[src/rtl/ppg_ratio_calc_if.sv]
// Sample stream in, per-window SpO2 ratio and AC/DC results out.
interface ppg_ratio_calc_if;
  logic        enable;
  logic        sample_valid;
  logic        sample_is_red;
  logic [7:0]  sample;
  logic        busy;
  logic        ratio_valid;
  logic [15:0] ratio;
  logic        err_div0;
  logic [7:0]  ac_red;
  logic [7:0]  dc_red;
  logic [7:0]  ac_ir;
  logic [7:0]  dc_ir;

  modport master (
    output enable, sample_valid, sample_is_red, sample,
    input  busy, ratio_valid, ratio, err_div0, ac_red, dc_red, ac_ir, dc_ir
  );

  modport slave (
    input  enable, sample_valid, sample_is_red, sample,
    output busy, ratio_valid, ratio, err_div0, ac_red, dc_red, ac_ir, dc_ir
  );
endinterface

[src/rtl/ppg_ratio_calc.sv]
// Per-window RED/IR max/min/sum tracking and SpO2 ratio
// R = (AC_red*DC_ir)/(AC_ir*DC_red) via a bit-serial restoring divider.
//
// state  | meaning
// IDLE   | disabled, trackers held cleared
// ACCUM  | accumulating samples of both channels
// MUL    | latch AC/DC, form numerator and denominator
// DIV    | one quotient bit per cycle, MSB first
// DONE   | results presented, ratio_valid pulse
module ppg_ratio_calc #(
  parameter int WIN_LOG2  = 8,
  parameter int FRAC_BITS = 8
) (
  input logic            CLK,
  input logic            rst,
  ppg_ratio_calc_if.slave io
);
  localparam int SW = 8 + WIN_LOG2;
  localparam int CW = WIN_LOG2 + 1;
  localparam int QW = 16 + FRAC_BITS;
  localparam int DW = $clog2(QW);
  localparam logic [CW-1:0] FULL = CW'(2 ** WIN_LOG2);

  typedef enum logic [2:0] {S_IDLE, S_ACCUM, S_MUL, S_DIV, S_DONE} state_t;

  state_t          state_q, state_d;
  logic [7:0]      max_red_q, max_red_d, min_red_q, min_red_d;
  logic [7:0]      max_ir_q, max_ir_d, min_ir_q, min_ir_d;
  logic [SW-1:0]   sum_red_q, sum_red_d, sum_ir_q, sum_ir_d;
  logic [CW-1:0]   cnt_red_q, cnt_red_d, cnt_ir_q, cnt_ir_d;
  logic [7:0]      lacr_q, lacr_d, ldcr_q, ldcr_d, laci_q, laci_d, ldci_q, ldci_d;
  logic [15:0]     den_q, den_d, rem_q, rem_d;
  logic [QW-1:0]   dvd_q, dvd_d, quo_q, quo_d;
  logic [DW-1:0]   div_cnt_q, div_cnt_d;
  logic [15:0]     ratio_q, ratio_d;
  logic            err_q, err_d;
  logic [7:0]      acr_q, acr_d, dcr_q, dcr_d, aci_q, aci_d, dci_q, dci_d;

  logic [7:0]      acr_w, dcr_w, aci_w, dci_w;
  logic [15:0]     num_w, den_w;
  logic [16:0]     rem_sh;
  logic            q_bit, clr, load;
  logic [15:0]     n_ratio;
  logic            n_err;
  logic [7:0]      n_acr, n_dcr, n_aci, n_dci;

  // Next-state, tracker update, divider step and result capture
  always_comb begin
    state_d   = state_q;
    max_red_d = max_red_q;  min_red_d = min_red_q;
    sum_red_d = sum_red_q;  cnt_red_d = cnt_red_q;
    max_ir_d  = max_ir_q;   min_ir_d  = min_ir_q;
    sum_ir_d  = sum_ir_q;   cnt_ir_d  = cnt_ir_q;
    lacr_d = lacr_q; ldcr_d = ldcr_q; laci_d = laci_q; ldci_d = ldci_q;
    den_d = den_q; rem_d = rem_q; dvd_d = dvd_q; quo_d = quo_q; div_cnt_d = div_cnt_q;
    ratio_d = ratio_q; err_d = err_q;
    acr_d = acr_q; dcr_d = dcr_q; aci_d = aci_q; dci_d = dci_q;
    clr = 1'b0; load = 1'b0;
    n_ratio = 16'h0; n_err = 1'b0;
    n_acr = lacr_q; n_dcr = ldcr_q; n_aci = laci_q; n_dci = ldci_q;

    acr_w  = max_red_q - min_red_q;
    aci_w  = max_ir_q - min_ir_q;
    dcr_w  = sum_red_q[SW-1:WIN_LOG2];
    dci_w  = sum_ir_q[SW-1:WIN_LOG2];
    num_w  = {8'h0, acr_w} * {8'h0, dci_w};
    den_w  = {8'h0, aci_w} * {8'h0, dcr_w};
    rem_sh = {rem_q, dvd_q[QW-1]};
    q_bit  = (rem_sh >= {1'b0, den_q});

    case (state_q)
      S_IDLE: begin
        clr = 1'b1;
        state_d = S_ACCUM;
      end
      S_ACCUM: begin
        if (io.sample_valid) begin
          if (io.sample_is_red && cnt_red_q < FULL) begin
            if (io.sample > max_red_q) max_red_d = io.sample;
            if (io.sample < min_red_q) min_red_d = io.sample;
            sum_red_d = sum_red_q + SW'(io.sample);
            cnt_red_d = cnt_red_q + CW'(1);
          end else if (!io.sample_is_red && cnt_ir_q < FULL) begin
            if (io.sample > max_ir_q) max_ir_d = io.sample;
            if (io.sample < min_ir_q) min_ir_d = io.sample;
            sum_ir_d = sum_ir_q + SW'(io.sample);
            cnt_ir_d = cnt_ir_q + CW'(1);
          end
        end
        if (cnt_red_d == FULL && cnt_ir_d == FULL) state_d = S_MUL;
      end
      S_MUL: begin
        lacr_d = acr_w; ldcr_d = dcr_w; laci_d = aci_w; ldci_d = dci_w;
        den_d = den_w;
        rem_d = 16'h0;
        dvd_d = {num_w, {FRAC_BITS{1'b0}}};
        quo_d = '0;
        div_cnt_d = DW'(QW - 1);
        if (den_w == 16'h0) begin
          state_d = S_DONE;
          load = 1'b1;
          n_ratio = 16'hFFFF; n_err = 1'b1;
          n_acr = acr_w; n_dcr = dcr_w; n_aci = aci_w; n_dci = dci_w;
        end else begin
          state_d = S_DIV;
        end
      end
      S_DIV: begin
        rem_d = q_bit ? 16'(rem_sh - {1'b0, den_q}) : rem_sh[15:0];
        quo_d = {quo_q[QW-2:0], q_bit};
        dvd_d = dvd_q << 1;
        div_cnt_d = div_cnt_q - DW'(1);
        if (div_cnt_q == '0) begin
          state_d = S_DONE;
          load = 1'b1;
          n_ratio = (|quo_d[QW-1:16]) ? 16'hFFFF : quo_d[15:0];
        end
      end
      S_DONE: begin
        clr = 1'b1;
        state_d = S_ACCUM;
      end
      default: state_d = S_IDLE;
    endcase

    // Dropping enable abandons the window and suppresses any pending result
    if (!io.enable) begin
      state_d = S_IDLE;
      load = 1'b0;
    end

    if (load) begin
      ratio_d = n_ratio; err_d = n_err;
      acr_d = n_acr; dcr_d = n_dcr; aci_d = n_aci; dci_d = n_dci;
    end

    if (clr) begin
      max_red_d = 8'h00; min_red_d = 8'hFF; sum_red_d = '0; cnt_red_d = '0;
      max_ir_d  = 8'h00; min_ir_d  = 8'hFF; sum_ir_d  = '0; cnt_ir_d  = '0;
    end
  end

  // State, tracker, divider and output registers with synchronous reset
  always_ff @(posedge CLK) begin
    if (rst) begin
      state_q <= S_IDLE;
      max_red_q <= 8'h00; min_red_q <= 8'hFF; sum_red_q <= '0; cnt_red_q <= '0;
      max_ir_q  <= 8'h00; min_ir_q  <= 8'hFF; sum_ir_q  <= '0; cnt_ir_q  <= '0;
      lacr_q <= '0; ldcr_q <= '0; laci_q <= '0; ldci_q <= '0;
      den_q <= '0; rem_q <= '0; dvd_q <= '0; quo_q <= '0; div_cnt_q <= '0;
      ratio_q <= '0; err_q <= 1'b0;
      acr_q <= '0; dcr_q <= '0; aci_q <= '0; dci_q <= '0;
    end else begin
      state_q <= state_d;
      max_red_q <= max_red_d; min_red_q <= min_red_d; sum_red_q <= sum_red_d; cnt_red_q <= cnt_red_d;
      max_ir_q  <= max_ir_d;  min_ir_q  <= min_ir_d;  sum_ir_q  <= sum_ir_d;  cnt_ir_q  <= cnt_ir_d;
      lacr_q <= lacr_d; ldcr_q <= ldcr_d; laci_q <= laci_d; ldci_q <= ldci_d;
      den_q <= den_d; rem_q <= rem_d; dvd_q <= dvd_d; quo_q <= quo_d; div_cnt_q <= div_cnt_d;
      ratio_q <= ratio_d; err_q <= err_d;
      acr_q <= acr_d; dcr_q <= dcr_d; aci_q <= aci_d; dci_q <= dci_d;
    end
  end

  assign io.busy        = (state_q == S_MUL) || (state_q == S_DIV) || (state_q == S_DONE);
  assign io.ratio_valid = (state_q == S_DONE);
  assign io.ratio       = ratio_q;
  assign io.err_div0    = err_q;
  assign io.ac_red      = acr_q;
  assign io.dc_red      = dcr_q;
  assign io.ac_ir       = aci_q;
  assign io.dc_ir       = dci_q;
endmodule

[src/flat_wrapper.sv]
// flat-port wrapper written by rule: the top's interface ports become plain ports
module ppg_ratio_calc_flat 
#(
  parameter int WIN_LOG2  = 8,
  parameter int FRAC_BITS = 8
)
  (CLK, rst, io_enable, io_sample_valid, io_sample_is_red, io_sample, io_busy, io_ratio_valid, io_ratio, io_err_div0, io_ac_red, io_dc_red, io_ac_ir, io_dc_ir);
  ppg_ratio_calc_if io_i ();
  input logic CLK;
  input logic rst;
  input wire logic [$bits(io_i.enable)-1:0] io_enable;
  input wire logic [$bits(io_i.sample_valid)-1:0] io_sample_valid;
  input wire logic [$bits(io_i.sample_is_red)-1:0] io_sample_is_red;
  input wire logic [$bits(io_i.sample)-1:0] io_sample;
  output wire logic [$bits(io_i.busy)-1:0] io_busy;
  output wire logic [$bits(io_i.ratio_valid)-1:0] io_ratio_valid;
  output wire logic [$bits(io_i.ratio)-1:0] io_ratio;
  output wire logic [$bits(io_i.err_div0)-1:0] io_err_div0;
  output wire logic [$bits(io_i.ac_red)-1:0] io_ac_red;
  output wire logic [$bits(io_i.dc_red)-1:0] io_dc_red;
  output wire logic [$bits(io_i.ac_ir)-1:0] io_ac_ir;
  output wire logic [$bits(io_i.dc_ir)-1:0] io_dc_ir;
  assign io_i.enable = io_enable;
  assign io_i.sample_valid = io_sample_valid;
  assign io_i.sample_is_red = io_sample_is_red;
  assign io_i.sample = io_sample;
  assign io_busy = io_i.busy;
  assign io_ratio_valid = io_i.ratio_valid;
  assign io_ratio = io_i.ratio;
  assign io_err_div0 = io_i.err_div0;
  assign io_ac_red = io_i.ac_red;
  assign io_dc_red = io_i.dc_red;
  assign io_ac_ir = io_i.ac_ir;
  assign io_dc_ir = io_i.dc_ir;
  ppg_ratio_calc #(.WIN_LOG2(WIN_LOG2), .FRAC_BITS(FRAC_BITS)) u_core (.CLK(CLK), .rst(rst), .io(io_i));
endmodule
[config.mk]
export PLATFORM = sky130hd
export DESIGN_NAME = ppg_ratio_calc_flat
export DESIGN_NICKNAME = d
export VERILOG_FILES = /design/src/rtl/ppg_ratio_calc_if.sv /design/src/rtl/ppg_ratio_calc.sv /design/src/flat_wrapper.sv
export SDC_FILE = /design/constraint.sdc
export NUM_CORES = 1
export LEC_CHECK = 0
export CELL_PAD_IN_SITES_DETAIL_PLACEMENT = 1
export CELL_PAD_IN_SITES_GLOBAL_PLACEMENT = 2
export CORE_ASPECT_RATIO = 0.9
export CORE_MARGIN = 1
export CORE_UTILIZATION = 34
export CTS_CLUSTER_SIZE = 16
export DETAILED_ROUTE_END_ITERATION = 12
export PLACE_DENSITY = 0.83
export SETUP_SLACK_MARGIN = 0.15
export SLEW_MARGIN = 0
export SYNTH_ARGS = -nofsm -noshare
export SYNTH_HDL_FRONTEND = slang
export SYNTH_SLANG_ARGS = --single-unit
export TNS_END_PERCENT = 10
[constraint.sdc]
create_clock -name CLK -period 6 [get_ports CLK]
set_input_delay 1.5 -clock CLK [delete_from_list [all_inputs] [get_ports CLK]]
set_output_delay 1.5 -clock CLK [all_outputs]
set_load 0.01 [all_outputs]
==> flow_results.org <==
** Yosys
- For this run, the number of Yosys warnings is 0.
- Each instance of the synthesized netlist takes up on average 8.218 µm².
- Adder and majority gate portion of the synthesized area :: 0.2103
- Post-Syn Instances :: 1985
- Post-synth ARST share :: 0
- Counting flops and latches in the post-synthesis netlist gives 242.
- Yosys mapped a number of flops with a built-in enable equal to 0.
- Share of the synthesized area in the top cell type :: 0.2970
- In the synthesized netlist the dominant register cell turns out to be dfxtp_1.
- Largest family of logic cells by synthesized area :: adder cells
- The post-synthesis compound-gate area fraction was 0.1617.
- Sequential area share after synthesis :: 0.2970
- Of the total synthesized cell area, the portion taken by XOR and XNOR cells is 0.04449.
- Cell type contributing the most total cell area after synthesis :: dfxtp_1
- Of the total synthesized cell area, the portion taken by AND, OR, NAND and NOR gates is 0.1896.
- The portion of synthesized area spent on multiplexers is 0.02700.
- The cell area that synthesis handed to floorplanning was 16310 µm².
- Top post-synthesis cells by area :: dfxtp_1 (30%), ha_1 (12%), fa_1 (9.4%), nand2_1 (6.4%), inv_1 (4.8%)
- In the synthesized netlist, the cells that appear most often are nand2_1 (280), dfxtp_1 (242), inv_1 (207).
- Among all cell types in the netlist, the one instantiated most often is nand2_1.
- In this run, distinct cell masters in the synthesized netlist total 68.
- Net count after synthesis :: 2226

** Finish
- Across the whole layout, storage elements account for 4851 µm².
- From synthesis to final layout, the design area changed by 23.84%.
- The multi-input combinational cells in the finished layout cover a total of 10830 µm².
- Fin nets :: 2377
- The repair_antennas step left the layout with diodes totalling 0.
- Of the cells placed in the final design, the portion with a size suffix greater than 1 is 0.1381.
- The layout has 5458 filler cells.

** Timing
- After layout, the worst setup slack is -0.3825 ns.
- Number of hold violations in the final report :: 0
- Relative slew slack :: 0.08850
- Setup repair after global routing missed its margin :: yes
- Between clock sinks in the finished design, the worst skew comes to 0.02817 ns.
- In the final timing run, aggregate negative setup slack is -15.52 ns.
- Clock period minus final worst setup slack :: 6.382 ns
- Max frequency :: 0.1567 GHz
- Worst-Margin Slew :: 1.366 ns
- Period utilization :: 1.064
- Hold slack :: 0.4550 ns
- The count of pins over their slew limit was 0.
- Count of endpoints failing setup in the final report :: 52

** Floorplanning
- Standard-cell row count :: 75
- The floorplan step defined a die boundary enclosing 48860 µm².
- Std-Cell Core Area :: 47010 µm²
- IO Pins :: 64
- In this run the horizontal extent of the chip is 232.9 µm.
- Die extent in y :: 209.8 µm
- Starting Density :: 0.3470

** GRT
- For this run, global-route usage on met3 was measured as 0.02541.
- Global-route wire length before repair :: 80090 µm
- Number of global-route vias before repair :: 15470
- Entering global routing, the biggest net connects 69 pins.
- Routing layer with the top usage in global route :: met2
- Summed over all layers, the global routing overflow is 0.
- The number of antenna violations at the first check in global routing came to 0.
- For this run, the total global-route usage over all layers was measured as 0.2024.
- For this run, global-route usage on met1 was measured as 0.2668.
- Met2 track demand over resource :: 0.3423

** Detailed routing
- The detailed router finished its first iteration with 581 violations.
- Summing over every cut layer, the via total after detailed routing is 14440.
- Routed len/inst :: 17.80 µm
- For this block, the routed nets add up to 49380 µm of wire.
- Vias per cell :: 5.204
- In the routed design, unresolved DRC markers number 0.
- Detailed-routing iteration count for the pre-antenna-repair pass :: 5
- Antenna viol nets, final :: 0

** Clock tree
- In this run, CTS created clock tree buffers numbering 30.
- Clock transition at path regs :: 0.06 ns
- Clock latency reported for the late side of the worst-skew pair :: 0.59 ns
- Root buf cell :: clkbuf_16
- The clock net in this run drives a total of 242 sinks.
- CTS tree :: done
- CTS H-Tree Depth :: 1
- Maximum clock path buffer count :: 3

** Status
- The checks that failed: negative setup slack.
- The run finished, with violations left.

** Worst setup path
- In this design, the stage delay of the slowest critical-path cell is 0.54 ns.
- In this design, the critical path's most frequently occurring cell is fa_1.
- Worst-path cell with the longest stage delay :: fa_1
- The worst register-to-register path ends at u_core.io.ratio[4]$_SDFFE_PP0P_.
- Data arrives at the worst endpoint at 6.91 ns.
- STA classifies the critical path endpoint as a flop.
- Cell depth of the worst flop-to-flop path :: 28
- The worst setup path is launched from a flop.
- Startpoint of the lowest-slack register-to-register path :: u_core.max_ir_q[0]$_SDFFE_PP0P_
- Critical path required time :: 6.53 ns
- Along the worst path, the maximum fanout reaches 7.
- The worst register-to-register path has a setup slack of -0.38 ns.
- The critical path in this run is classified as reg -> reg.

** Placement
- The HPWL after detailed placement is 35310 µm.
- The congestion estimate from routability-driven global placement came to 0.8240.
- Number of port buffers :: 63
- Setup WS pre-CTS :: -0.4156 ns

** Worst hold path
- Along the worst hold path, the cell count comes to 2.
- The worst hold path begins at u_core.quo_q[22]$_SDFFE_PP0P_.
- The worst hold path terminates at u_core.quo_q[22]$_SDFFE_PP0P_.
- Worst hold path class :: reg -> reg

** Flow run
- Max cap viols :: 0

** Power
- In this run the static leakage power is 8.621 nW.
- VDD IR max :: 0.1957 mV
- Power spread over the standard cell area amounts to 185.9 nW/µm².
state kept, by name, summed over array words and instances, names as in the netlist, 16 cells and up:
name and cells:
u_core.dvd_q 16, u_core.rem_q 16, u_core.io.ratio 16, u_core.den_q 16
u_core.sum_red_q 16, u_core.quo_q 23, u_core.sum_ir_q 16
cells by family after synthesis:
logic type,Yosys count
buf+inv,298
mux,44
simple gates,678
flops,242
compound gates,413
fa+ha+maj,228
xor+xnor,82
metrics by stage:
stage                     std cells    util  total power, W  instance area [µm²]
after CTS                      2760  0.4209        0.003806                19790
final                          2774  0.4297        0.003755                20200
after global routing           2774  0.4297        0.003889                20200
after detailed placement       2689  0.3914        0.001874                18400
after global placement         2689  0.3914        0.001866                18400
after floorplan                1985       -        0.001786                16420
layout make-up:
type                    instances  area share
multi-input cells            1445      0.5360
inverters                     207     0.03846
well taps                     616     0.03815
repair buffers                210     0.09569
clock buffers                  40     0.04249
flip-flops and latches        242      0.2401
clock inverters                14    0.009104
where the power goes:
part / internal, W / switching, W / leakage (nW)
sequential: 0.00162 / 0.00000859 / 1.95
clock: 0.00114 / 0.000766 / 0.511
combinational: 0.0000834 / 0.000142 / 6.16
total: 0.00284 / 0.000917 / 8.62
critical path: cells and delay by family (launching register included):
family	cells	cell delay (ns)
xor+xnor	2	0.43
compound gates	8	1.54
flops	1	0.33
buf+inv	5	0.58
fa+ha+maj	7	2.72
simple gates	6	0.71
placed cells by master, fill, tap and decap left out, drive strengths merged, types with 27 or more instances in the layout:
| master | Yosys | layout |
|---|---|---|
| nand2 | 280 | 280 |
| dfxtp | 242 | 242 |
| inv | 207 | 208 |
| ha | 151 | 151 |
| nor2 | 146 | 146 |
| a21oi | 145 | 145 |
| buf | 13 | 145 |
| o21ai | 97 | 97 |
| fa | 77 | 77 |
| clkdlybuf4s50 | 0 | 62 |
| nand3 | 57 | 57 |
| xnor2 | 55 | 55 |
| mux2i | 44 | 44 |
| and2 | 44 | 44 |
| clkbuf | 78 | 43 |
| nor3 | 40 | 40 |
| nor2b | 33 | 33 |
| xor2 | 27 | 27 |
worst max-delay path by stage:
stage / start / endpoint / slack, ns / cells past startpoint
floorplan: u_core.max_ir_q[0]$_SDFFE_PP0P_ / u_core.io.ratio[10]$_SDFFE_PP0P_ / -0.002 / 27
global placement: u_core.max_ir_q[0]$_SDFFE_PP0P_ / u_core.io.ratio[5]$_SDFFE_PP0P_ / -0.19 / 27
detailed placement: u_core.max_ir_q[0]$_SDFFE_PP0P_ / u_core.io.dc_red[3]$_SDFFE_PP0P_ / -0.42 / 27
CTS: u_core.max_ir_q[0]$_SDFFE_PP0P_ / u_core.io.dc_red[4]$_SDFFE_PP0P_ / -0.35 / 29
global route: u_core.max_ir_q[0]$_SDFFE_PP0P_ / u_core.io.ratio[5]$_SDFFE_PP0P_ / -0.63 / 28
finish: u_core.max_ir_q[0]$_SDFFE_PP0P_ / u_core.io.ratio[4]$_SDFFE_PP0P_ / -0.38 / 28
repair_timing:
item / CTS / global route
setup endpoints to repair: 58 / 61
hold endpoints to repair: 0 / 0
resized for setup: 37 / 55
pin swaps: 23 / 37
cloned: 2 / 4
buffers inserted: 15 / 10
hold buffers: 0 / 0
routing by layer:
metal	routed length [µm]	vias to the layer above	part of all wire
met5	0	-	0
met4	1437	0	0.029
met3	1429	73	0.029
met2	22960	180	0.46
met1	23560	7170	0.48
li1	-	7013	-
Power figures use the tool's default switching activity.
